File: src/rtl/sc_pkg.sv
// sc_pkg: shared types and LFSR tap table for the stochastic bitstream link.
package sc_pkg;
  typedef enum logic [1:0] {IDLE, RUN, FLUSH} state_t;
  // Maximal-length feedback masks, bit k-1 set for tap k, widths 4..16
  localparam logic [15:0] LFSR_TAPS [4:16] = '{
    16'h000C, 16'h0014, 16'h0030, 16'h0060, 16'h00B8, 16'h0110, 16'h0240,
    16'h0500, 16'h0E08, 16'h1C80, 16'h3802, 16'h6000, 16'hD008
  };
endpackage

File: src/rtl/sc_lfsr.sv
// sc_lfsr: Fibonacci LFSR; value shows SEED while load is high so the first bit of a window uses it.
module sc_lfsr
  import sc_pkg::*;
#(
  parameter int W = 8,
  parameter int SEED = 1
) (
  input  logic         clk,
  input  logic         reset,
  input  logic         load,
  input  logic         step,
  output logic [W-1:0] value
);
  localparam logic [W-1:0] TAPS = LFSR_TAPS[W][W-1:0];
  logic [W-1:0] state_q, state_d;
  assign value = load ? W'(SEED) : state_q;
  always_comb state_d = (load || step) ? {value[W-2:0], ^(value & TAPS)} : state_q;
  always_ff @(posedge clk) state_q <= reset ? W'(SEED) : state_d;
endmodule

File: src/rtl/stochastic_stream_gen.sv
// stochastic_stream_gen: turns each accepted word into a 2^W-1 bit unipolar window holding exactly that many ones.
module stochastic_stream_gen
  import sc_pkg::*;
#(
  parameter int VALUE_WIDTH = 8,
  parameter int MODE = 0,
  parameter int LFSR_SEED = 1
) (
  input  logic                   clk,
  input  logic                   reset,
  input  logic                   in_valid,
  input  logic [VALUE_WIDTH-1:0] in_value,
  output logic                   in_ready,
  output logic                   bit_out,
  output logic                   frame_start,
  output logic                   busy
);
  localparam int W = VALUE_WIDTH;
  localparam logic [W-1:0] LAST = '1;
  state_t state_q, state_d;
  logic [W-1:0] cur_q, cur_d, pend_q, pend_d, cnt_q, cnt_d, val, idx, lfsr_val;
  logic pend_v_q, pend_v_d, bit_q, bit_d, fs_q, fs_d, acc, last, start, step;
  assign in_ready = (state_q == IDLE) || (state_q == RUN && !pend_v_q);
  assign bit_out = bit_q;
  assign frame_start = fs_q;
  assign busy = state_q != IDLE;
  sc_lfsr #(.W(W), .SEED(LFSR_SEED)) u_lfsr (
    .clk(clk), .reset(reset), .load(start), .step(step), .value(lfsr_val)
  );
  // cnt_q counts bits already emitted; a window starts with the word at hand or the pending one
  always_comb begin
    acc = in_valid && in_ready;
    last = state_q == RUN && cnt_q == LAST;
    start = (state_q == IDLE && acc) || (last && (pend_v_q || acc));
    step = state_q == RUN && !last;
    val = start ? (pend_v_q ? pend_q : in_value) : cur_q;
    idx = start ? '0 : cnt_q;
    bit_d = (start || step) && ((MODE != 0) ? (idx < val) : (lfsr_val <= val));
    fs_d = start || last;
    cur_d = val;
    cnt_d = (start || step) ? idx + 1'b1 : cnt_q;
    pend_v_d = !start && (acc || pend_v_q);
    pend_d = (acc && !start) ? in_value : pend_q;
    state_d = start ? RUN : last ? FLUSH : (state_q == FLUSH) ? IDLE : state_q;
  end
  always_ff @(posedge clk) begin
    if (reset) begin
      state_q <= IDLE;
      cur_q <= '0;
      pend_q <= '0;
      pend_v_q <= 1'b0;
      cnt_q <= '0;
      bit_q <= 1'b0;
      fs_q <= 1'b0;
    end else begin
      state_q <= state_d;
      cur_q <= cur_d;
      pend_q <= pend_d;
      pend_v_q <= pend_v_d;
      cnt_q <= cnt_d;
      bit_q <= bit_d;
      fs_q <= fs_d;
    end
  end
endmodule

File: config.mk
export PLATFORM = sky130hd
export DESIGN_NAME = stochastic_stream_gen
export DESIGN_NICKNAME = d
export VERILOG_FILES = /design/src/rtl/sc_pkg.sv /design/src/rtl/sc_lfsr.sv /design/src/rtl/stochastic_stream_gen.sv
export SDC_FILE = /design/constraint.sdc
export NUM_CORES = 1
export LEC_CHECK = 0
export ABC_AREA = 1
export CAP_MARGIN = 10
export CORE_ASPECT_RATIO = 1.5
export CORE_UTILIZATION = 50
export CTS_CLUSTER_DIAMETER = 120
export DETAILED_ROUTE_END_ITERATION = 10
export MAX_ROUTING_LAYER = met4
export PLACE_DENSITY = 0.73
export SYNTH_ARGS = -nofsm -noshare
export SYNTH_HDL_FRONTEND = slang
export SYNTH_SLANG_ARGS = --single-unit
File: constraint.sdc
create_clock -name clk -period 2.1 [get_ports clk]
set_input_delay 0.525 -clock clk [delete_from_list [all_inputs] [get_ports clk]]
set_output_delay 0.525 -clock clk [all_outputs]
set_load 0.02 [all_outputs]
After elaboration in Yosys (flattened, before gate mapping)
Index checks and enable logic that the tools add are counted.

Bits in registers: 37. Input bits: 11. Word-level logic and storage cells: 44. Output and inout port bits: 4.

Order comparisons: 1. Reduce and logical (&&, ||, !) cells: 23. Add/sub/neg operators: 1. Equality and inequality tests: 3. Mux-type cells: 7.

Operators by type and width (count): 8-bit two-way mux (4); 1-bit logical AND (9); 8-bit by 1-bit adder with 8-bit output, second input constant (1); 8-bit equality test, second input constant (1); 8-bit less-or-equal comparator (1); 8-bit XOR reduction (1); 1-bit logical OR (5); 2-bit two-way mux (2); 2-bit nonzero test (2); 1-bit zero test (3); 3-bit nonzero test (1); 2-bit by 1-bit equality test with 1-bit output, second input constant (1); 2-bit equality test, second input constant (1); 2-bit zero test (1); 2-bit OR reduction (1); 1-bit two-way mux (1).

Depth between registers and ports, before layout
Depth after elaboration: 10. Mapped depth: 17. Depth with buffers taken out: 16.

Modules after synthesis
Synthesis repeated with hierarchy kept, for this count alone.

Cell total of the unflattened synthesis: 254. Area, all modules: 1818.0 sq um.

Modules (own cells, without submodules): stochastic_stream_gen (seq. area each 580.6 sq um, area each 1438.9 sq um, cells an instance 196, instances 1); sc_lfsr (seq. area each 160.2 sq um, area each 379.1 sq um, cells an instance 58, instances 1).

Worst setup path before layout
No wires, ideal clock.

Path type: reg-to-reg. Start point: register state_q[0]. End point: register bit_q (netlist: bit_out). Cell stages (with the launch flop): 14. Period minus slack after synthesis: 2095 ps. Required time: 1970 ps. Path buffers: 1. Arrival time: 1965 ps. Setup slack: 5 ps. Setup time: 130 ps. Cells stage by stage: dfxtp_1 a21oi_2 nand2_1 nand2_1 nand2_4 inv_4 buf_6 o21ai_2 ha_1 nand2_1 o21ai_0 nand4_1 a31oi_1 nor3_1.

Longest elaborated chain between the ends: 10. Elaborated cells between the ends (all ways): 17. Those cells by class: 1 x order compare; 1 x eq/ne; 2 x mux; 13 x reduce/logical.

RTL lines: start, declared (RTL line stochastic_stream_gen.sv:20) `state_t state_q, state_d;`; start signal, assigned (RTL line stochastic_stream_gen.sv:56) `state_q <= state_d;`; 2-bit by 1-bit equality test with 1-bit output (RTL line stochastic_stream_gen.sv:23) `assign in_ready = (state_q == IDLE) || (state_q == RUN && !pend_v_q);`; 1-bit logical AND (RTL line stochastic_stream_gen.sv:23); 1-bit logical OR (*) (RTL line stochastic_stream_gen.sv:23); via in_ready (RTL line stochastic_stream_gen.sv:13) `output logic in_ready,`; 1-bit logical AND (*) (RTL line stochastic_stream_gen.sv:32) `acc = in_valid && in_ready;`; 1-bit logical OR (RTL line stochastic_stream_gen.sv:34) `start = (state_q == IDLE && acc) || (last && (pend_v_q || acc));`; 1-bit logical AND (RTL line stochastic_stream_gen.sv:34); 1-bit logical OR (*) (RTL line stochastic_stream_gen.sv:34); 8-bit two-way mux, on equally long branches (RTL line sc_lfsr.sv:16, stochastic_stream_gen.sv:36); 8-bit less-or-equal comparator (RTL line stochastic_stream_gen.sv:38) `bit_d = (start || step) && ((MODE != 0) ? (idx < val) : (lfsr_val <= val));`; 1-bit logical AND (*) (RTL line stochastic_stream_gen.sv:38); end signal, assigned (RTL line stochastic_stream_gen.sv:61) `bit_q <= bit_d;`; end, declared (RTL line stochastic_stream_gen.sv:22) `logic pend_v_q, pend_v_d, bit_q, bit_d, fs_q, fs_d, acc, last, start, step;`.

Mark *: on every way through the listed nets, which the timed path passes. The rest lies on a longest branch. A chain may end at the register's enable or synchronous reset.

Worst setup path in the final report
Start point: register cnt_q[1]. End point: register bit_q (netlist: bit_out).

Longest elaborated chain between the ends: 7. Elaborated cells between the ends (all ways): 11. Those cells by class: 1 x order compare; 1 x eq/ne; 2 x mux; 7 x reduce/logical.

RTL lines: start, declared (RTL line stochastic_stream_gen.sv:21) `logic [W-1:0] cur_q, cur_d, pend_q, pend_d, cnt_q, cnt_d, val, idx, lfsr_val;`; start signal, assigned (RTL line stochastic_stream_gen.sv:60) `cnt_q <= cnt_d;`; 8-bit equality test (*) (RTL line stochastic_stream_gen.sv:33) `last = state_q == RUN && cnt_q == LAST;`; 1-bit logical AND (*) (RTL line stochastic_stream_gen.sv:33); 1-bit logical AND (RTL line stochastic_stream_gen.sv:34); 1-bit logical OR (RTL line stochastic_stream_gen.sv:34); 8-bit two-way mux, on equally long branches (RTL line sc_lfsr.sv:16, stochastic_stream_gen.sv:36); 8-bit less-or-equal comparator (RTL line stochastic_stream_gen.sv:38); 1-bit logical AND (*) (RTL line stochastic_stream_gen.sv:38).

Mark *: on every way between the ends. The rest lies on a longest branch, timed or not.

==> flow_summary.toml <==
[synth]
syn-instance-count = 253
synth.distinct_cells = 30
synth_area_mm2 = 0.00189
synthFlopType = "dfxtp_1"
synth_edf_count = 0
synth_area_leaders = "dfxtp_1 39%, nand2_1 9.5%, a21oi_1 6.6%"
syn_nets = 273
synth_top_area_share_pct = 39.2
avgSynthCellArea_um2 = 7.47
synth_warnings = 0
synth_top_area_cell = "dfxtp_1"
synth-async-reset-ratio_pct = 0
ys_seq_area_share_pct = 39.2
yosys_register_bits = 37

[timing]
hold-worst-slack_ns = 0.453
hold_violations = 0
fmax_mhz = 474
worst_pin_slew_ns = 0.290
rsz0062_at_grt = "true"
period_share_pct = 101
fin_ws_ns = -0.0119
fin_crit_ns = 2.11
setup_viol = 1
slew_headroom_pct = 80.7
drv_slew = 0
worst_clock_skew_ns = 0.00457

[grt]
grtUsageTotal_pct = 24.9
overflow = 0
grt_max_degree = 17
antenna_found_initial = 0
grt_pass1_wl_um = 7380
grt_pass1_vias = 1825

[worst_setup_path]
crit_required_ns = 2.31
crit_fanout = 8
start_kind = "flip-flop"
crit_path_cell_trace = "nand2_4 > nor2_4 > nand3_2 > nand2_2 > nand2_4 > inv_8 > buf_4 > o21ai_2 > ha_1 > buf_4 > a21oi_1 > a31oi_1 > nor3_1"
crit_path_end_kind = "flip-flop"
slowest_delay_ns = 0.36
crit_arrival_ns = 2.32
criticalPathCategory = "reg -> reg"
slowest_stage = "dfxtp_2"

[clock_tree]
cts.htree.levels = 2
clk_pin_slew_ns = 0.07
cts_tree = "done"
clock_tree.buffer_depth = 2
clkSinkCount = 37
cts-buffers-inserted = 5
cts-root-buf = "clkbuf_8"
ctsHoldBuffers = 0
clk_latency_ns = 0.29

[power_and_ir_drop]
power_frac_clock_pct = 28.7
switching_share_pct = 29.8
peakVddDrop_mv = 0.425
p_total_mw = 1.77
net-switching-power_mw = 0.528
leakage_nw = 1.17
power_frac_seq_pct = 44.0
comb_power_share_pct = 27.4
internal_power_mw = 1.24
powerDensity_mw_per_mm2 = 683

[floorplanning]
start_util_pct = 51.8
die_w_um = 52.2
dieArea_mm2 = 0.00403
design.core.area_mm2 = 0.00365
ios = 15
rows = 27
die_h_um = 77.3

[layout]
final_cells = 355
drive_above_1_share_pct = 36.9
fin_area_mm2 = 0.00260
nets = 332
area_growth_syn_to_layout_pct = 37.4
antenna_cells = 0

[detailed_routing]
post_drt_wl_per_cell_um = 12.8
finalWirelength_um = 4530
viasPerCell = 5.18
ant_nets = 0
drt_iter0_markers = 27
num_vias = 1840
route.detailed.drc = 0
first_pass_iters = 4

[placement]
place_inst = 333
place_congestion = 0.852
io_buffers = 14
pre_cts_ws_ns = -0.488
dpl_cell_area_mm2 = 0.00226
dp_hpwl_um = 2950

[run_status]
status = "finished with violations"
violations = "setup timing"

[job]
cap_violations = 0

[hold_path]
min_path_type = "reg -> reg"
==> layout by cell type (no fill, tap or decap), types with 3 or more instances in the layout <==
cell / n
ha_4: 3
o21ai_2: 8
clkbuf_8: 6
nand3_2: 3
nand2_2: 8
a21oi_1: 24
buf_4: 43
inv_1: 25
o21ai_0: 14
nor2_1: 16
clkdlybuf4s50_1: 13
ha_1: 4
o21ai_1: 8
nand3_1: 4
inv_2: 9
nand2_4: 3
nand2_1: 44
dfxtp_1: 28
o211ai_1: 7
dfxtp_2: 7
nor2_2: 8
==> flip-flops by register name (all words and copies together) (netlist names) <==
signal and count:
bit_out 1, cnt_q 8, cur_q 8, frame_start 1, pend_q 8, pend_v_q 1, state_q 2, u_lfsr.state_q 8
==> power groups by stage <==
stage	clock network [mW]	logic (mW)	registers [mW]
4_1_cts	0.511	0.437	0.776
2_1_floorplan	0	0.249	0.793
3_3_place_gp	0	0.387	0.791
3_5_place_dp	0	0.397	0.793
6_report	0.508	0.485	0.779
5_1_grt	0.537	0.533	0.786
==> routing by layer <==
layer / wire [um] / GRT usage [%] / up-vias / part of all wire, %
met5: 0 / - / - / 0
met4: 91 / 11.3 / 0 / 2.0
met3: 119 / 3.97 / 8 / 2.6
met2: 2500 / 45.4 / 38 / 55
met1: 1820 / 24.5 / 854 / 40
li1: - / - / 940 / -
==> final cells by class <==
| type | instances | area [um2] |
|---|---|---|
| fill | 274 | 1050 |
| multi-input combinational | 170 | 1040 |
| sequential | 37 | 757 |
| timing repair buffer | 60 | 500 |
| inverter | 37 | 149 |
| clock buffer | 7 | 86.3 |
| tap | 43 | 53.8 |
| timing repair inverter | 1 | 8.76 |
==> worst max-delay path, delay by kind of cell (launching register included) <==
| family | cells | cell delay (ns) |
|---|---|---|
| buf+inv | 3 | 0.36 |
| flops | 1 | 0.36 |
| fa+ha+maj | 1 | 0.30 |
| simple gates | 6 | 0.64 |
| compound gates | 3 | 0.38 |
==> per-stage QoR <==
stage / TNS (ns) / util [%]
after floorplan: 0 / -
after global placement: -1.17 / 62.0
after detailed placement: -1.45 / 62.0
after CTS: 0 / 68.0
after global routing: -0.146 / 71.2
final: -0.0119 / 71.2
==> final timing paths <==
| path | startpoint | end | slack, ns | cells past startpoint |
|---|---|---|---|---|
| max | cnt_q[1] | bit_out | -0.01 | 13 |
| min reg2reg | pend_q[0] | pend_q[0] | 0.45 | 2 |
| max reg2reg | cnt_q[1] | bit_out | -0.01 | 13 |
| min | pend_q[0] | pend_q[0] | 0.45 | 2 |
==> Yosys cell counts (all sizes together) (2+ instances only) <==
master and n:
nand2 55, dfxtp 37, inv 36, o21ai 31
a21oi 26, nor2 26, ha 9, nand3 7
o211ai 7, buf 5, clkbuf 4, nor3 3
nand4 2
==> logic make-up after synthesis <==
logic type | synth area share (%)
fa+ha+maj | 5.96
flops | 39.2
compound gates | 21.4
buf+inv | 10.7
simple gates | 22.8
==> repair_timing <==
action / CTS / global route
pin swaps: 14 / 23
gates resized for setup: 19 / 26
gates cloned: 1 / 0
endpoints found under the setup margin: 1 / 3
setup buffers: 11 / 4
Power figures use the tool's default switching activity.
